[src/rtl/memory_bus_arbiter_if.sv]
// Request/response signal bundle between the two requesters, the arbiter and memory.
// The slave modport is the arbiter's view. The master modport is the view of the
// surrounding requesters and memory.
interface memory_bus_arbiter_if;
   logic [31:0] inst_addr;
   logic        inst_read_enable;
   logic        inst_wait_req;
   logic        inst_valid;
   logic [31:0] inst_data;

   logic [31:0] bus_address;
   logic [31:0] bus_write_data;
   logic [3:0]  bus_byte_enable;
   logic        bus_read_enable;
   logic        bus_write_enable;
   logic        bus_wait_req;
   logic        bus_valid;
   logic [31:0] bus_read_data;

   logic [31:0] mem_address;
   logic [31:0] mem_write_data;
   logic [3:0]  mem_byte_enable;
   logic        mem_read_enable;
   logic        mem_write_enable;
   logic        mem_wait_req;
   logic        mem_valid;
   logic [31:0] mem_read_data;
   logic        protocol_error;

   modport slave (
      input  inst_addr, inst_read_enable,
      input  bus_address, bus_write_data, bus_byte_enable, bus_read_enable, bus_write_enable,
      input  mem_wait_req, mem_valid, mem_read_data,
      output inst_wait_req, inst_valid, inst_data,
      output bus_wait_req, bus_valid, bus_read_data,
      output mem_address, mem_write_data, mem_byte_enable, mem_read_enable, mem_write_enable,
      output protocol_error
   );

   modport master (
      output inst_addr, inst_read_enable,
      output bus_address, bus_write_data, bus_byte_enable, bus_read_enable, bus_write_enable,
      output mem_wait_req, mem_valid, mem_read_data,
      input  inst_wait_req, inst_valid, inst_data,
      input  bus_wait_req, bus_valid, bus_read_data,
      input  mem_address, mem_write_data, mem_byte_enable, mem_read_enable, mem_write_enable,
      input  protocol_error
   );
endinterface

[src/rtl/memory_bus_arbiter.sv]
// Arbitrates instruction fetches and data loads/stores onto one memory port.
// Requests are forwarded with zero latency. A stalled owner is held until accepted.
// Read responses are routed back in order using a tag FIFO.
module memory_bus_arbiter #(
   parameter int unsigned PENDING_DEPTH = 4
) (
   input  logic                clock,
   input  logic                reset,
   memory_bus_arbiter_if.slave bus
);
   localparam int unsigned PTR_W = $clog2(PENDING_DEPTH);
   localparam int unsigned CNT_W = PTR_W + 1;
   localparam logic        TAG_INST = 1'b0;
   localparam logic        TAG_DATA = 1'b1;

   typedef enum logic [1:0] {
      OWN_NONE = 2'd0,
      OWN_INST = 2'd1,
      OWN_DATA = 2'd2
   } owner_e;

   typedef enum logic [1:0] {
      ST_FREE      = 2'd0,
      ST_LOCK_INST = 2'd1,
      ST_LOCK_DATA = 2'd2
   } state_e;

   state_e             state_q;
   state_e             state_d;
   owner_e             owner_c;
   owner_e             arb_c;

   logic               last_data_q;
   logic               perr_q;
   logic               tag_mem [PENDING_DEPTH];
   logic [PTR_W-1:0]   wr_ptr_q;
   logic [PTR_W-1:0]   rd_ptr_q;
   logic [CNT_W-1:0]   count_q;

   logic               full_c;
   logic               empty_c;
   logic               inst_ok_c;
   logic               data_ok_c;
   logic               fwd_read_c;
   logic               accept_c;
   logic               push_c;
   logic               pop_c;
   logic               stray_c;

   // Eligibility uses the registered count, so a same-cycle pop never unblocks a read.
   assign full_c    = (count_q == CNT_W'(PENDING_DEPTH));
   assign empty_c   = (count_q == '0);
   assign inst_ok_c = bus.inst_read_enable & ~full_c;
   assign data_ok_c = bus.bus_write_enable | (bus.bus_read_enable & ~full_c);

   // Round-robin between eligible requesters: the side not granted last wins a tie.
   always_comb begin
      arb_c = OWN_NONE;
      if (inst_ok_c && data_ok_c) begin
         arb_c = last_data_q ? OWN_INST : OWN_DATA;
      end else if (inst_ok_c) begin
         arb_c = OWN_INST;
      end else if (data_ok_c) begin
         arb_c = OWN_DATA;
      end
   end

   // State register: the lock remembers which side is stalled on the memory port.
   always_ff @(posedge clock) begin
      if (reset) begin
         state_q <= ST_FREE;
      end else begin
         state_q <= state_d;
      end
   end

   // Next-state logic: lock on a forwarded request that the memory stalls.
   always_comb begin
      state_d = ST_FREE;
      if (!bus.mem_wait_req) begin
         state_d = ST_FREE;
      end else if (owner_c == OWN_INST) begin
         state_d = ST_LOCK_INST;
      end else if (owner_c == OWN_DATA) begin
         state_d = ST_LOCK_DATA;
      end
   end

   // Output logic: owner selection, forwarding, handshakes and response routing.
   always_comb begin
      owner_c              = OWN_NONE;
      fwd_read_c           = 1'b0;
      bus.mem_address      = '0;
      bus.mem_write_data   = '0;
      bus.mem_byte_enable  = '0;
      bus.mem_read_enable  = 1'b0;
      bus.mem_write_enable = 1'b0;
      bus.inst_wait_req    = 1'b1;
      bus.bus_wait_req     = 1'b1;
      bus.inst_valid       = 1'b0;
      bus.bus_valid        = 1'b0;
      bus.inst_data        = '0;
      bus.bus_read_data    = '0;
      bus.protocol_error   = 1'b0;

      if (!reset) begin
         // A locked owner that has withdrawn its request releases the port to arbitration.
         unique case (state_q)
            ST_LOCK_INST: owner_c = inst_ok_c ? OWN_INST : arb_c;
            ST_LOCK_DATA: owner_c = data_ok_c ? OWN_DATA : arb_c;
            default:      owner_c = arb_c;
         endcase

         unique case (owner_c)
            OWN_INST: begin
               fwd_read_c          = 1'b1;
               bus.mem_address     = bus.inst_addr;
               bus.mem_byte_enable = 4'b1111;
               bus.inst_wait_req   = bus.mem_wait_req;
            end
            OWN_DATA: begin
               fwd_read_c           = bus.bus_read_enable & ~full_c;
               bus.mem_address      = bus.bus_address;
               bus.mem_write_data   = bus.bus_write_data;
               bus.mem_byte_enable  = bus.bus_byte_enable;
               bus.mem_write_enable = bus.bus_write_enable;
               bus.bus_wait_req     = bus.mem_wait_req;
            end
            default: ;
         endcase
         bus.mem_read_enable = fwd_read_c;

         bus.inst_valid     = pop_c & (tag_mem[rd_ptr_q] == TAG_INST);
         bus.bus_valid      = pop_c & (tag_mem[rd_ptr_q] == TAG_DATA);
         bus.inst_data      = bus.mem_read_data;
         bus.bus_read_data  = bus.mem_read_data;
         bus.protocol_error = perr_q;
      end
   end

   assign accept_c = (owner_c != OWN_NONE) & ~bus.mem_wait_req;
   assign push_c   = accept_c & fwd_read_c;
   assign pop_c    = bus.mem_valid & ~empty_c;
   assign stray_c  = bus.mem_valid & empty_c;

   // Tag storage needs no reset: entries are only read while counted as occupied.
   always_ff @(posedge clock) begin
      if (push_c && !reset) begin
         tag_mem[wr_ptr_q] <= (owner_c == OWN_DATA) ? TAG_DATA : TAG_INST;
      end
   end

   // FIFO pointers, occupancy, round-robin history and the sticky error flag.
   always_ff @(posedge clock) begin
      if (reset) begin
         wr_ptr_q    <= '0;
         rd_ptr_q    <= '0;
         count_q     <= '0;
         last_data_q <= 1'b1;
         perr_q      <= 1'b0;
      end else begin
         if (push_c) begin
            wr_ptr_q <= wr_ptr_q + PTR_W'(1);
         end
         if (pop_c) begin
            rd_ptr_q <= rd_ptr_q + PTR_W'(1);
         end
         unique case ({push_c, pop_c})
            2'b10:   count_q <= count_q + CNT_W'(1);
            2'b01:   count_q <= count_q - CNT_W'(1);
            default: count_q <= count_q;
         endcase
         if (accept_c) begin
            last_data_q <= (owner_c == OWN_DATA);
         end
         if (stray_c) begin
            perr_q <= 1'b1;
         end
      end
   end
endmodule

[src/flat_wrapper.sv]
// flat-port wrapper written by rule: the top's interface ports become plain ports
module memory_bus_arbiter_flat 
#(
   parameter int unsigned PENDING_DEPTH = 4
)
  (clock, reset, bus_inst_addr, bus_inst_read_enable, bus_bus_address, bus_bus_write_data, bus_bus_byte_enable, bus_bus_read_enable, bus_bus_write_enable, bus_mem_wait_req, bus_mem_valid, bus_mem_read_data, bus_inst_wait_req, bus_inst_valid, bus_inst_data, bus_bus_wait_req, bus_bus_valid, bus_bus_read_data, bus_mem_address, bus_mem_write_data, bus_mem_byte_enable, bus_mem_read_enable, bus_mem_write_enable, bus_protocol_error);
  memory_bus_arbiter_if bus_i ();
  input  logic clock;
  input  logic reset;
  input wire logic [$bits(bus_i.inst_addr)-1:0] bus_inst_addr;
  input wire logic [$bits(bus_i.inst_read_enable)-1:0] bus_inst_read_enable;
  input wire logic [$bits(bus_i.bus_address)-1:0] bus_bus_address;
  input wire logic [$bits(bus_i.bus_write_data)-1:0] bus_bus_write_data;
  input wire logic [$bits(bus_i.bus_byte_enable)-1:0] bus_bus_byte_enable;
  input wire logic [$bits(bus_i.bus_read_enable)-1:0] bus_bus_read_enable;
  input wire logic [$bits(bus_i.bus_write_enable)-1:0] bus_bus_write_enable;
  input wire logic [$bits(bus_i.mem_wait_req)-1:0] bus_mem_wait_req;
  input wire logic [$bits(bus_i.mem_valid)-1:0] bus_mem_valid;
  input wire logic [$bits(bus_i.mem_read_data)-1:0] bus_mem_read_data;
  output wire logic [$bits(bus_i.inst_wait_req)-1:0] bus_inst_wait_req;
  output wire logic [$bits(bus_i.inst_valid)-1:0] bus_inst_valid;
  output wire logic [$bits(bus_i.inst_data)-1:0] bus_inst_data;
  output wire logic [$bits(bus_i.bus_wait_req)-1:0] bus_bus_wait_req;
  output wire logic [$bits(bus_i.bus_valid)-1:0] bus_bus_valid;
  output wire logic [$bits(bus_i.bus_read_data)-1:0] bus_bus_read_data;
  output wire logic [$bits(bus_i.mem_address)-1:0] bus_mem_address;
  output wire logic [$bits(bus_i.mem_write_data)-1:0] bus_mem_write_data;
  output wire logic [$bits(bus_i.mem_byte_enable)-1:0] bus_mem_byte_enable;
  output wire logic [$bits(bus_i.mem_read_enable)-1:0] bus_mem_read_enable;
  output wire logic [$bits(bus_i.mem_write_enable)-1:0] bus_mem_write_enable;
  output wire logic [$bits(bus_i.protocol_error)-1:0] bus_protocol_error;
  assign bus_i.inst_addr = bus_inst_addr;
  assign bus_i.inst_read_enable = bus_inst_read_enable;
  assign bus_i.bus_address = bus_bus_address;
  assign bus_i.bus_write_data = bus_bus_write_data;
  assign bus_i.bus_byte_enable = bus_bus_byte_enable;
  assign bus_i.bus_read_enable = bus_bus_read_enable;
  assign bus_i.bus_write_enable = bus_bus_write_enable;
  assign bus_i.mem_wait_req = bus_mem_wait_req;
  assign bus_i.mem_valid = bus_mem_valid;
  assign bus_i.mem_read_data = bus_mem_read_data;
  assign bus_inst_wait_req = bus_i.inst_wait_req;
  assign bus_inst_valid = bus_i.inst_valid;
  assign bus_inst_data = bus_i.inst_data;
  assign bus_bus_wait_req = bus_i.bus_wait_req;
  assign bus_bus_valid = bus_i.bus_valid;
  assign bus_bus_read_data = bus_i.bus_read_data;
  assign bus_mem_address = bus_i.mem_address;
  assign bus_mem_write_data = bus_i.mem_write_data;
  assign bus_mem_byte_enable = bus_i.mem_byte_enable;
  assign bus_mem_read_enable = bus_i.mem_read_enable;
  assign bus_mem_write_enable = bus_i.mem_write_enable;
  assign bus_protocol_error = bus_i.protocol_error;
  memory_bus_arbiter #(.PENDING_DEPTH(PENDING_DEPTH)) u_core (.clock(clock), .reset(reset), .bus(bus_i));
endmodule
[config.mk]
export PLATFORM = sky130hd
export DESIGN_NAME = memory_bus_arbiter_flat
export DESIGN_NICKNAME = d
export VERILOG_FILES = /design/src/rtl/memory_bus_arbiter_if.sv /design/src/rtl/memory_bus_arbiter.sv /design/src/flat_wrapper.sv
export SDC_FILE = /design/constraint.sdc
export NUM_CORES = 1
export LEC_CHECK = 0
export CAP_MARGIN = 5
export CORE_AREA = 2 2 109 111
export CTS_CLUSTER_DIAMETER = 60
export DETAILED_ROUTE_END_ITERATION = 8
export DIE_AREA = 0 0 111 113
export GPL_TIMING_DRIVEN = 0
export PLACE_DENSITY = 0.59
export SLEW_MARGIN = 5
export SYNTH_ARGS = -nofsm -noshare
export SYNTH_HDL_FRONTEND = slang
export SYNTH_SLANG_ARGS = --single-unit
[constraint.sdc]
create_clock -name clock -period 4.5 [get_ports clock]
set_input_delay 1.125 -clock clock [delete_from_list [all_inputs] [get_ports clock]]
set_output_delay 1.125 -clock clock [all_outputs]
set_load 0.1 [all_outputs]
==> results.cfg, run 1 <==
[run_status]
outcome = finished, final reports clean

[synth]
synth_compound_area_share_pct = 17.4
syn_inst = 289
synth_flop_cell = dfxtp_1
muxShareOfSynthArea_pct = 1.08
async_flop_share_pct = 0
syn_nets = 438
yosys_warnings = 0
synth_largest_area_cell = dfxtp_1
synth_simple_gate_area_share_pct = 37.9
synth_enable_flop_cells = 4
synth.avg_cell_area_um2 = 7.20
yosys-top-cells-area = dfxtp_1 13%, a22oi_1 12%, buf_4 12%, nor2b_1 11%, and2_1 9.9%
synth_xor_area_share_pct = 1.68
synth_seq_cells = 17
syn-cell-area_um2 = 2080
ys_types = 39
seq_area_frac_synth_pct = 18.3
synth_top_area_share_pct = 12.5
synth_top_family_by_area = simple AND/OR/NAND/NOR gates
synth_fa_ha_area_share_pct = 6.37

[worst_setup_path]
crit_fanout = 10
critPathRequiredTime_ps = 3380
slowest_delay_ps = 490
r2r_end = u_core.count_q[2]
cp.arrival_ps = 3280
cpMaxStageDelayCell = or4b_4
critPathCapture = bus_mem_address[26]
r2r-start = u_core.state_q[0]
worstSetupStartpoint = bus_bus_write_enable
path_delay_family = simple AND/OR/NAND/NOR gates
cp-end-kind = output pin
cp-start-kind = input port
path_cells = buf_2, or4b_4, nor2b_2, o211ai_2, inv_1, ha_1, or2_4, clkbuf_16, buf_8, nor2_4, buf_12
ff2ff_setup_slack_ps = 790
r2r_cells = 17
critical_path_class = in2out
path_buf_inv = 5
cp.depth = 11

[sta]
clock.fmax_mhz = 227
drv_slew = 0
setup_violations = 0
hold_viol = 0
slew-limit-headroom_pct = 32.0
hold_slack_ps = 468
grt_setup_unrepaired = true
tightest_slew_ps = 1020
fin_crit_sh_pct = 97.9
min_period_ps = 4410
clock_skew_ps = 2.15
layout_setup_ws_ps = 94.9

[finish]
nets = 723
drive_above_1_share_pct = 36.5
area_growth_pct = 184
insertedDiodeCount = 0
fill_cells = 1033

[pwr]
power_leakage_nw = 2.58
vdd_drop_max_mv = 0.142
power_density_nw_per_um2 = 286

[route]
route.met3.wl_um = 978
wl_met2_um = 6550
wl_um = 12100
drtPass1Iterations = 4
dr.max_layer_used = met4
drt_iter0_drc = 142
drc = 0
vias = 3092
routedWlPerCell_um = 16.9
post_drt_via_cell_ratio = 4.32
wl_met1_um = 4410
drtAntennaViolNets = 0

[clock_network]
hold_buffers = 0
h-tree-depth = 1
cts_tree = built
cts-root-buf = clkbuf_16
clkTransAtPathRegs_ps = 50
clockBufferDepth = 2
cts_buffers = 3
clock-sinks = 17
worstSkewPairLatency_ps = 250

[hold_path]
hold_class = reg2reg
worstHoldStart = u_core.perr_q

[global_routing]
grt_max_degree = 11
antenna_found_initial = 0
grt_use_total_pct = 18.5
grt_overflow_total = 0
grt_pass1_vias = 3395
grt_pass1_wl_um = 18500

[floorplanning]
start_util_pct = 18.5
row_count = 39
fp.dieH_um = 113
die_w_um = 111
dieArea_um2 = 12500
num_io_pins = 278
fp.coreArea_um2 = 11300

[place]
gp_congestion = 0.850
io_buffers = 277
post-place-ws_ps = -1700
dp_hpwl_um = 9990

[run]
cap_violations = 0
synth_stat cells (all sizes together) (2+ instances only):
cell type,number
nor2,47
buf,35
nor2b,35
and2,34
a22oi,32
clkbuf,17
dfxtp,13
inv,12
a21oi,9
ha,9
nor3,6
and3,4
edfxtp,4
nand2,3
nand2b,3
xor2,3
a211oi,2
nand3,2
nor3b,2
o21ai,2
tightest hold or removal path: cells and delay by family (launching register included):
| kind | cells | cell delay (ps) |
|---|---|---|
| flip-flops | 1 | 320 |
| AND/OR/NAND/NOR | 1 | 70 |
| AO/OA/AOI/OAI | 1 | 40 |
stage by stage:
stage	total power [mW]	setup TNS (ps)	instances	cell area (µm²)	util, %
after floorplan	1.06	-4350	289	2380	-
after global placement	1.38	-102140	709	5330	47.3
after detailed placement	1.39	-102620	709	5330	47.3
after CTS	1.68	-3.33	716	5850	51.9
after global routing	1.76	-52.2	716	5910	52.4
final	1.69	0	716	5910	52.4
per-layer routing:
metal,global-route usage (%),up-vias
li1,-,1499
met1,20.6,1414
met2,35.5,165
met3,5.25,14
met4,3.33,0
met5,0,-
area by class of cell:
class	instances	area [µm²]	share of cell area (%)
buffer	52	412	6.96
clock buffer	3	75.1	1.27
clock inverter	1	5.00	0.0847
inverter	12	45.0	0.762
multi-input combinational	208	1770	30.0
sequential	17	380	6.43
tap	143	179	3.03
timing repair buffer	280	3040	51.5
cells by family after synthesis:
logic type      Yosys count
compound gates           50
xor+xnor                  4
fa+ha+maj                10
buf+inv                  64
flops                    17
mux                       1
simple gates            143
timing repair:
item / in CTS / in global routing
pin swaps: 2 / 0
setup endpoints to repair: 128 / 76
cloned: 1 / 0
buffers inserted: 2 / 0
gates resized for setup: 641 / 33
where the power goes:
group	total, mW	internal, mW	switching [mW]
Sequential	0.178	0.169	0.00959
Combinational	1.33	0.443	0.889
Clock	0.178	0.119	0.0588
Total	1.69	0.730	0.958
placed cells by master, fill, tap and decap left out, drive strengths merged, types with 2 or more instances in the layout:
cell type      instances
buf                  108
nand2b                 3
dlygate4sd2           51
dlymetal6s2s          11
a211oi                 2
nand2                  3
clkbuf                23
dfxtp                 13
and3                   4
edfxtp                 4
nor3b                  2
xor2                   3
clkdlybuf4s50        136
nor2b                 35
inv                   12
a21oi                  9
ha                     9
nand3                  2
o21ai                  2
and2                  34
nor3                   6
clkdlybuf4s15          6
a22oi                 32
nor2                  47
worst min path at each step:
stage	to	slack (ps)	cells after the start
after global routing	u_core.perr_q	510	2
after global placement	u_core.perr_q	450	2
after CTS	u_core.perr_q	480	2
final	u_core.perr_q	470	2
after detailed placement	u_core.perr_q	460	2
after floorplan	u_core.perr_q	430	2
Note: power is estimated with default switching activity, not from simulation.
==> run 2, diff against run 1 <==
--- a/config.mk
+++ b/config.mk
@@ -5,9 +5,9 @@
 export SDC_FILE = /design/constraint.sdc
 export NUM_CORES = 1
 export LEC_CHECK = 0
-export CAP_MARGIN = 5
 export CORE_AREA = 2 2 109 111
 export CTS_CLUSTER_DIAMETER = 60
+export CTS_CLUSTER_SIZE = 20
 export DETAILED_ROUTE_END_ITERATION = 8
 export DIE_AREA = 0 0 111 113
 export GPL_TIMING_DRIVEN = 0
==> results of run 2 <==
The final DEF is identical to that of run 1; final timing and power are the same.
